[config.mk]
export PLATFORM = sky130hd
export DESIGN_NAME = multicycle_sequencer
export DESIGN_NICKNAME = d
export VERILOG_FILES = /design/src/rtl/multicycle_sequencer_pkg.sv /design/src/rtl/stage_counter.sv /design/src/rtl/multicycle_sequencer.sv
export SDC_FILE = /design/constraint.sdc
export NUM_CORES = 1
export LEC_CHECK = 0
export BUFFER_PORTS_ARGS = -buffer_cell sky130_fd_sc_hd__buf_2
export CORE_AREA = 2 2 71 73
export CTS_BUF_LIST = sky130_fd_sc_hd__clkbuf_8
export DETAILED_ROUTE_END_ITERATION = 6
export DIE_AREA = 0 0 73 75
export GPL_TIMING_DRIVEN = 1
export PLACE_DENSITY = 0.66
export SLEW_MARGIN = 5
export SYNTH_ARGS = -nofsm -noshare
export SYNTH_HDL_FRONTEND = slang
export SYNTH_SLANG_ARGS = --single-unit
[constraint.sdc]
create_clock -name clk -period 2.59 [get_ports clk]
set_input_delay 0 -clock clk [delete_from_list [all_inputs] [get_ports clk]]
set_output_delay 0 -clock clk [all_outputs]
set_load 0.01 [all_outputs]
[src/rtl/multicycle_sequencer_pkg.sv]
// Shared constants for the multi-cycle stage sequencer.
`timescale 1ns/1ps
package multicycle_sequencer_pkg;

  // Sequencer FSM encodings
  typedef enum logic [1:0] {
    SEQ_STATE_HOLD   = 2'd0,
    SEQ_STATE_RUN    = 2'd1,
    SEQ_STATE_HALTED = 2'd2
  } seq_state_e;

  // Default stage count: fetch, decode, execute, memory, writeback
  localparam int SEQ_DEFAULT_NUM_STAGES = 5;

endpackage

[src/rtl/stage_counter.sv]
// Modulo-NUM_STAGES stage index counter with enable and synchronous clear.
`timescale 1ns/1ps
module stage_counter #(
  parameter int NUM_STAGES = 5,
  parameter int CW         = $clog2(NUM_STAGES)
) (
  input  logic          clk,
  input  logic          reset_n,
  input  logic          en,
  input  logic          clr,
  output logic [CW-1:0] cur_stage
);

  localparam logic [CW-1:0] LAST = CW'(NUM_STAGES - 1);

  logic [CW-1:0] cur_q;
  logic [CW-1:0] cur_d;

  // Clear has priority; advancing past the last stage wraps to fetch
  always_comb begin
    cur_d = cur_q;
    if (clr) begin
      cur_d = '0;
    end else if (en) begin
      cur_d = (cur_q == LAST) ? '0 : cur_q + CW'(1);
    end
  end

  // Stage index register
  always_ff @(posedge clk or negedge reset_n) begin
    if (!reset_n) begin
      cur_q <= '0;
    end else begin
      cur_q <= cur_d;
    end
  end

  assign cur_stage = cur_q;

endmodule

[src/rtl/multicycle_sequencer.sv]
// Stage sequencer for the multi-cycle core: one active stage at a time,
// per-stage wait states, flush, run/halt/single-step and retired counter.
//
//   state            | meaning
//   -----------------+----------------------------------------------------
//   SEQ_STATE_HOLD   | post-reset hold, pipeline registers held in reset
//   SEQ_STATE_RUN    | stepping through stages, one stage_en per ready stage
//   SEQ_STATE_HALTED | idle at an instruction boundary, waiting for run/step
`timescale 1ns/1ps
module multicycle_sequencer
  import multicycle_sequencer_pkg::*;
#(
  parameter int NUM_STAGES = SEQ_DEFAULT_NUM_STAGES,
  parameter int CNT_WIDTH  = 32,
  parameter int RESET_HOLD = 2
) (
  input  logic                          clk,
  input  logic                          reset_n,
  input  logic                          run,
  input  logic                          step,
  input  logic                          flush,
  input  logic [NUM_STAGES-1:0]         stage_ready,
  output logic [NUM_STAGES-1:0]         stage_en,
  output logic [$clog2(NUM_STAGES)-1:0] cur_stage,
  output logic                          stage_reset_n,
  output logic                          commit,
  output logic                          halted,
  output logic [CNT_WIDTH-1:0]          retired_count
);

  localparam int CW = $clog2(NUM_STAGES);
  localparam int HW = (RESET_HOLD > 1) ? $clog2(RESET_HOLD) : 1;
  localparam logic [CW-1:0] LAST_STAGE = CW'(NUM_STAGES - 1);
  localparam logic [HW-1:0] HOLD_LAST  = HW'(RESET_HOLD - 1);
  localparam logic [NUM_STAGES-1:0] ONE_HOT0 = {{(NUM_STAGES-1){1'b0}}, 1'b1};

  seq_state_e           state_q, state_d;
  logic [HW-1:0]        hold_cnt_q, hold_cnt_d;
  logic                 step_pending_q, step_pending_d;
  logic [CNT_WIDTH-1:0] retired_q, retired_d;

  logic [CW-1:0] cur;
  logic          active;
  logic          advance;
  logic          on_last;

  assign active  = (state_q == SEQ_STATE_RUN);
  assign advance = active & stage_ready[cur] & ~flush;
  assign on_last = (cur == LAST_STAGE);

  // Flush only restarts the instruction while running; in HALTED cur is already 0
  stage_counter #(
    .NUM_STAGES (NUM_STAGES),
    .CW         (CW)
  ) u_stage_counter (
    .clk       (clk),
    .reset_n   (reset_n),
    .en        (advance),
    .clr       (active & flush),
    .cur_stage (cur)
  );

  // One-hot write-enable decode for the active stage
  always_comb begin
    stage_en = '0;
    if (advance) begin
      stage_en = ONE_HOT0 << cur;
    end
  end

  assign commit        = advance & on_last;
  assign cur_stage     = cur;
  assign halted        = (state_q == SEQ_STATE_HALTED);
  assign stage_reset_n = (state_q != SEQ_STATE_HOLD);
  assign retired_count = retired_q;

  // Next-state, hold timer, step latch and retirement count
  always_comb begin
    state_d        = state_q;
    hold_cnt_d     = hold_cnt_q;
    step_pending_d = step_pending_q;
    retired_d      = retired_q;
    unique case (state_q)
      SEQ_STATE_HOLD: begin
        if (hold_cnt_q == HOLD_LAST) begin
          state_d = run ? SEQ_STATE_RUN : SEQ_STATE_HALTED;
        end else begin
          hold_cnt_d = hold_cnt_q + HW'(1);
        end
      end
      SEQ_STATE_RUN: begin
        if (commit) begin
          retired_d = retired_q + CNT_WIDTH'(1);
          if (!run || step_pending_q) begin
            state_d        = SEQ_STATE_HALTED;
            step_pending_d = 1'b0;
          end
        end
      end
      SEQ_STATE_HALTED: begin
        if (run) begin
          state_d = SEQ_STATE_RUN;
        end else if (step) begin
          state_d        = SEQ_STATE_RUN;
          step_pending_d = 1'b1;
        end
      end
      default: state_d = SEQ_STATE_HOLD;
    endcase
  end

  // State registers
  always_ff @(posedge clk or negedge reset_n) begin
    if (!reset_n) begin
      state_q        <= SEQ_STATE_HOLD;
      hold_cnt_q     <= '0;
      step_pending_q <= 1'b0;
      retired_q      <= '0;
    end else begin
      state_q        <= state_d;
      hold_cnt_q     <= hold_cnt_d;
      step_pending_q <= step_pending_d;
      retired_q      <= retired_d;
    end
  end

endmodule

==> metrics.sh, run 1 <==
GRT_MAX_DEGREE=40
SYNTH_ENABLE_FLOP_CELLS=0
DIE_WIDTH_UM=73
FIRST_ITER_VIOLATIONS=123
CRITICAL_PATH_REQUIRED_NS=2.59
SLOWEST_STAGE='sky130_fd_sc_hd__dfrtp_1'
TIMING.CRITICAL_PATH.CELLS='inv_1 > ha_1 > and2_1 > nand3_4 > inv_1 > buf_2'
GLOBAL_ROUTE.OVERFLOW_TOTAL=0
VIAS_PER_CELL=5.31
AREAGROWTHSYNTHTOFINISH_PCT=18.7
PLACE.DETAILED.HPWL_MM=3.25
WORSTSETUPPATHTYPE='reg -> out'
POST-SYNTH-TOP-COUNT-CELL='sky130_fd_sc_hd__dfrtp_1'
NETLIST_TOP_CELLS_AREA='sky130_fd_sc_hd__dfrtp_1 46%, sky130_fd_sc_hd__xor2_1 9.4%, sky130_fd_sc_hd__nor4_2 5.9%, sky130_fd_sc_hd__ha_1 3.5%, sky130_fd_sc_hd__xnor2_1 3.3%'
FILLER_CELL_COUNT=432
SYNTH.CELL_AREA_UM2=2140
CTS-HTREE-LEVELS=2
REPORT.FINAL.SLEW_VIOL_COUNT=0
DRT_FIRST_PASS_ITERS=4
SYNTHDOMINANTAREACELLTYPE='sky130_fd_sc_hd__dfrtp_1'
ANTENNA_CELLS_INSERTED=0
NUMBER_OF_INSTANCES_IN_THE_SYNTHESIZED_NETLIST=197
NNETSFINAL=269
TRITONCTS_NUM_SINKS=39
ANT_NETS=0
CTSLONGESTPATHBUFFERS=2
MAX_CAP_VIOL_COUNT=0
WL_PER_CELL_UM=14.5
REGTOREGSETUPSLACK_NS=0.54
CRITPATHLAUNCHTYPE='flop'
GLOBAL_ROUTE_USAGE_SUM_PCT=18.0
FMAX_MHz=474
FP-ROW-COUNT=25
DIEHEIGHT_UM=75
CLOCK_INSERTION_DELAY_WORST_SKEW_NS=0.29
OUTCOME='finished clean'
POSTSYNTHREGISTERBITS=39
FINAL_HOLD_VIOL_COUNT=0
PLACEMENT.IO_BUFFERS=52
TIMING.CRITICAL_PATH.ARRIVAL_NS=2.11
VIAS_IN_THE_FIRST_GLOBAL_ROUTE=1549
CLKTRANSATPATHREGS_NS=0.07
REG2REGPATHDEPTH=7
DRIVE_GT1_SHARE_PCT=30.7
WORST_SETUP_PATH_ENDPOINT='stage_en[4]'
GLOBAL_ROUTE_WIRE_LENGTH_BEFORE_REPAIR_MM=7.51
NETLIST-CELL-TYPE-COUNT=37
CTS_INSERTED_BUFFERS=5
TOTAL_SETUP_VIOLATIONS_REPORTED_AT_THE_END_OF_THE_FLOW=0
FIN_WORST_SKEW_NS=0.00441
IOPINCOUNT=53
CRITICAL_PATH.MAX_FANOUT=23
TOTAL_POWER_mW=1.39
GRT_SETUP_UNREPAIRED='no'
SEQ_AREA_FRAC_SYNTH_PCT=45.7
SYN_AVG_CELL_AREA_UM2=10.8
TCRIT_TCLK_FINAL_PCT=81.5
R2R-END='retired_count[7]'
CLOCK_TREE.ROOT_CELL='sky130_fd_sc_hd__clkbuf_8'
YOSYS-TOP-CELLS-COUNT='39 x sky130_fd_sc_hd__dfrtp_1, 23 x sky130_fd_sc_hd__xor2_1, 17 x sky130_fd_sc_hd__nand2_1'
REMAINING_DRC_ERRORS=0
SYNTH_TOP_AREA_SHARE_PCT=45.7
TRITONCTS='done'
UTILIZATION_PCT=54.4
MAXSLEWHEADROOM_PCT=42.6
ROUTABILITY_CONGESTION_ESTIMATE_FROM_GLOBAL_PLACEMENT=0.828
HOLD_CLASS='in -> reg'
CTS_REPAIR_RESIZE_COUNT=0
CP-END-KIND='output port'
SLOWEST_DELAY_NS=0.48
FLOORPLAN.INITIALDENSITY_PCT=45.9
SYNTH-MAIN-FF-CELL='sky130_fd_sc_hd__dfrtp_1'
POWER_DENSITY_nW_PER_UM2=548
FINALWORSTPATHREQUIREDPERIOD_NS=2.11
YOSYS_WARNINGS=0
SETUP.WORST_PATH.START='u_stage_counter.cur_stage[1]'
SYNTH_FP_NETS=213
TIMING_WORST_SLEW_PIN_VALUE_NS=0.860
OVERALL_VIA_COUNT_FROM_DETAIL_ROUTE=1635
TOTALNEGATIVESETUPSLACK_NS=0
YS_ASYNC_SR_FRACTION_PCT=100
STANDARD_CELL_CORE_AREA_UM2=4660
WIRELENGTH_MM=4.46
INITIAL_ANTENNA_VIOLATION_COUNT=0
WORST_IR_DROP_VDD_V=0.000262
CPMOSTUSEDCELL='sky130_fd_sc_hd__inv_1'
DIE_AREA_UM2=5480
REGTOREGSTARTPOINT='u_stage_counter.cur_stage[1]'
LEAKAGEPOWER_nW=1.38
-- layout make-up --
class                           instances  area, um2  share of cell area [%]
Sequential cell                        39        976                    38.5
Tap cell                               54       67.6                    2.66
Inverter                                9       33.8                    1.33
Clock buffer                            5       68.8                    2.71
Timing Repair Buffer                   55        288                    11.3
Multi-Input combinational cell        143       1090                    43.0
Clock inverter                          3       12.5                   0.493
-- registers in the layout (all words and copies together), names as in the netlist --
name                       cells
retired_count                 32
u_stage_counter.cur_stage      3
state_q                        2
hold_cnt_q                     1
step_pending_q                 1
-- power by group --
| part | internal, mW | switching, mW |
|---|---|---|
| Combinational | 0.140 | 0.178 |
| Sequential | 0.642 | 0.0429 |
| Clock | 0.181 | 0.205 |
-- worst max-delay path, delay by kind of cell (launching register included) --
kind / cells / cell delay, ns
adders and majority gates: 1 / 0.18
buffers and inverters: 3 / 0.60
and+or+nand+nor: 2 / 0.56
DFF: 1 / 0.48
-- metal layers --
metal / share of wire, % / vias to the layer above / GRT usage, %
met5: 0 / - / 0
met4: 1.5 / 0 / 6.17
met3: 3.9 / 6 / 4.55
met2: 47 / 36 / 28.3
met1: 47 / 781 / 24.5
li1: - / 812 / -
-- cell usage in the layout (no fill, tap or decap), drive strengths merged, types with 2 or more instances in the layout --
cell type	count
buf	53
nor2	2
nand4	8
nor3b	2
o21ai	6
and2	4
xnor2	8
nand3	8
nand2b	2
inv	11
nand2	17
dfrtp	39
and4	5
or2	4
mux2i	2
dlygate4sd3	2
nor3	12
nor4	14
a21oi	2
xor2	23
clkbuf	5
and3	8
ha	6
-- what timing repair did --
| action | CTS | global route |
|---|---|---|
| hold endpoints to repair | 40 | 0 |
| setup buffers | 0 | 0 |
| hold buffers | 2 | 0 |
-- worst min path at each step --
stage / endpoint / start / cells after the start
2_1_floorplan: hold_cnt_q / reset_n / 0
3_3_place_gp: retired_count[0] / reset_n / 1
3_5_place_dp: retired_count[2] / reset_n / 1
4_1_cts: step_pending_q / step / 3
5_1_grt: step_pending_q / step / 3
6_report: step_pending_q / step / 3
-- kinds of logic after synthesis --
family,count (synthesis),synth area share (%)
xor+xnor,31,12.7
flops,39,45.7
mux,2,0.937
simple gates,90,29.6
buf+inv,15,3.34
fa+ha+maj,6,3.51
compound gates,14,4.27
-- metrics by stage --
stage | setup slack (ns) | instances | cell area (um2) | hold WS (ns)
global route | 0.305 | 308 | 2540 | 0.0422
finish | 0.479 | 308 | 2540 | 0.0265
global placement | 0.617 | 298 | 2430 | 0.171
detailed placement | 0.553 | 298 | 2430 | 0.166
floorplan | 0.665 | 197 | 2140 | -0.296
CTS | 0.459 | 308 | 2540 | 0.0139
(Power assumes the default switching activity.)
==> inputs of run 2 (changes only) <==
==> constraint.sdc (replaced) <==
create_clock -name clk -period 2.1 [get_ports clk]
set_input_delay 0 -clock clk [delete_from_list [all_inputs] [get_ports clk]]
set_output_delay 0 -clock clk [all_outputs]
set_load 0.01 [all_outputs]
==> run 2 against run 1 <==
Register-to-register slack lost 0.32 ns. Critical path type unchanged. Sequential share of layout area shrank 0.96 points. Non-clock buffer count grew 3. Critical endpoint unchanged. First-iteration DRC count shrank 52%. Clock power grew 69%. Sequential cell count is the same. Global-route usage shrank 0.30 points. Die area is the same. Combinational power grew 33%. Critical path depth is the same. Largest power group unchanged.
==> metrics.sh, run 2 (synthesized netlist as in run 1, its figures left out) <==
OUTCOME='finished clean'
FINAL_HOLD_VIOL_COUNT=0
CLKTRANSATPATHREGS_NS=0.08
TCRIT_TCLK_FINAL_PCT=89.8
TRITONCTS='done'
TOTAL_SETUP_VIOLATIONS_REPORTED_AT_THE_END_OF_THE_FLOW=0
DIEHEIGHT_UM=75
POWER_DENSITY_nW_PER_UM2=734
MAXSLEWHEADROOM_PCT=40.8
STANDARD_CELL_CORE_AREA_UM2=4660
FINALWORSTPATHREQUIREDPERIOD_NS=1.89
LEAKAGEPOWER_nW=1.40
REPORT.FINAL.SLEW_VIOL_COUNT=0
OVERALL_VIA_COUNT_FROM_DETAIL_ROUTE=1655
CTS-HTREE-LEVELS=2
CLOCK_INSERTION_DELAY_WORST_SKEW_NS=0.30
GLOBAL_ROUTE_WIRE_LENGTH_BEFORE_REPAIR_MM=7.33
DIE_WIDTH_UM=73
PLACEDCELLCOUNT=301
CP-END-KIND='output port'
DRT_FIRST_PASS_ITERS=4
FMAX_MHz=530
MOST_FREQUENT_STANDARD_CELL_IN_THE_LAYOUT_EXCLUDING_FILL_AND_TAP_CELLS='sky130_fd_sc_hd__buf_2'
TIMING_WORST_SLEW_PIN_VALUE_NS=0.888
ANTENNA_CELLS_INSERTED=0
CLOCK_TREE.ROOT_CELL='sky130_fd_sc_hd__clkbuf_8'
WORSTSETUPPATHTYPE='reg -> out'
NNETSFINAL=272
FP-ROW-COUNT=25
FIN_WORST_SKEW_NS=0.0107
PLACEMENT.IO_BUFFERS=52
STDCELL_COUNT=311
INITIAL_ANTENNA_VIOLATION_COUNT=0
GLOBAL_ROUTE.OVERFLOW_TOTAL=0
CRITPATHLAUNCHTYPE='flop'
CTSLONGESTPATHBUFFERS=2
ROUTABILITY_CONGESTION_ESTIMATE_FROM_GLOBAL_PLACEMENT=0.756
CTS_INSERTED_BUFFERS=5
LARGEST_REGISTER_FF_COUNT=32
WORST_IR_DROP_VDD_V=0.000402
CRITICAL_PATH.MAX_FANOUT=23
DRIVE_GT1_SHARE_PCT=33.1
WL_PER_CELL_UM=14.5
GROUTE.LAYER.MET2.USAGE_PCT=26.8
AREAGROWTHSYNTHTOFINISH_PCT=21.7
FIRST_ITER_VIOLATIONS=59
ANT_NETS=0
VIAS_IN_THE_FIRST_GLOBAL_ROUTE=1520
VIAS_PER_CELL=5.32
REMAINING_DRC_ERRORS=0
WIRELENGTH_MM=4.52
CRITICAL_PATH_REQUIRED_NS=2.10
LEADING_CELL_TYPES_IN_THE_LAYOUT_FILL_AND_TAPS_EXCLUDED='52 x sky130_fd_sc_hd__buf_2, 39 x sky130_fd_sc_hd__dfrtp_1, 23 x sky130_fd_sc_hd__xor2_1, 17 x sky130_fd_sc_hd__nand2_1, 12 x sky130_fd_sc_hd__nor3_1'
GRT_SETUP_UNREPAIRED='no'
GLOBAL_ROUTE.USAGE.MET3_PCT=3.21
DIE_AREA_UM2=5480
TIMING.CRITICAL_PATH.ARRIVAL_NS=1.89
GLOBAL_ROUTE_USAGE_SUM_PCT=17.7
TOTALNEGATIVESETUPSLACK_NS=0
TRITONCTS_NUM_SINKS=39
IOPINCOUNT=53
HOLD_CLASS='in -> reg'
GROUTE.LAYER.MET1.USAGE_PCT=24.4
FLOORPLAN.INITIALDENSITY_PCT=45.9
GRT_MAX_DEGREE=40
PLACE.DETAILED.HPWL_MM=3.16
MAX_CAP_VIOL_COUNT=0
GLOBAL_ROUTE.PEAK_USAGE_LAYER='met2'
run 2: changes by cell type in the layout (fill, tap and decap cells not counted):
| cell | before | now |
|---|---|---|
| sky130_fd_sc_hd__o22ai_2 | 0 | 1 |
| sky130_fd_sc_hd__inv_1 | 11 | 8 |
| sky130_fd_sc_hd__bufinv_16 | 0 | 1 |
| sky130_fd_sc_hd__inv_2 | 0 | 1 |
| sky130_fd_sc_hd__o22ai_1 | 1 | 0 |
| sky130_fd_sc_hd__buf_4 | 1 | 4 |
| sky130_fd_sc_hd__clkbuf_8 | 5 | 6 |
run 2: final cells by class:
cell class	count	area, um2
clock buffer	6	82.6
clock inverter	2	35.0
fill	421	2060
inverter	9	33.8
multi-input combinational	143	1100
sequential	39	976
tap	54	67.6
timing repair buffer	58	310
run 2: worst paths after layout:
path                                         startpoint                            to  slack (ns)  depth (start not counted)
min in group asynchronous                       reset_n  u_stage_counter.cur_stage[0]        0.37                          2
min reg2reg                           retired_count[31]             retired_count[31]        0.47                          1
max                        u_stage_counter.cur_stage[0]                   stage_en[4]        0.21                          6
min                                                step                step_pending_q        0.04                          3
max reg2reg                u_stage_counter.cur_stage[0]             retired_count[26]        0.22                          6
max in group asynchronous                       reset_n              retired_count[3]        1.18                          2
run 2: metal layers:
layer | up-vias | wire length, um
met3 | 7 | 148
met4 | 0 | 88
met2 | 41 | 2030
met5 | - | 0
met1 | 789 | 2250
li1 | 818 | -
run 2: report_power, final:
part	total, mW	switching (mW)	leakage [nW]	internal (mW)
sequential	0.836	0.0436	0.509	0.792
clock	0.651	0.267	0.0612	0.384
combinational	0.422	0.233	0.835	0.189
total	1.91	0.544	1.40	1.37
run 2: worst max-delay path, cell delays in order, from the launching register on:
cell and delay, ns:
sky130_fd_sc_hd__dfrtp_1 0.38, sky130_fd_sc_hd__inv_1 0.11, sky130_fd_sc_hd__ha_1 0.18, sky130_fd_sc_hd__and2_1 0.26, sky130_fd_sc_hd__nand3_4 0.30, sky130_fd_sc_hd__inv_2 0.20
sky130_fd_sc_hd__buf_2 0.16
run 2: what timing repair did:
| item | CTS | global route |
|---|---|---|
| endpoints found under the setup margin | 0 | 3 |
| hold buffers | 2 | 0 |
| setup buffers | 0 | 0 |
| gates resized for setup | 0 | 2 |
| endpoints found under the hold margin | 40 | 0 |
run 2: per-stage QoR:
stage	hold slack (ns)	cell area [um2]	setup WS [ns]	total power, mW	util, %
CTS	0.0364	2590	0.0577	1.92	55.7
detailed placement	0.166	2460	0.237	1.26	52.7
finish	0.0388	2600	0.214	1.91	55.8
global placement	0.162	2460	0.271	1.26	52.7
floorplan	-0.296	2140	0.175	1.12	-
global route	0.0678	2600	0.0313	2.01	55.8
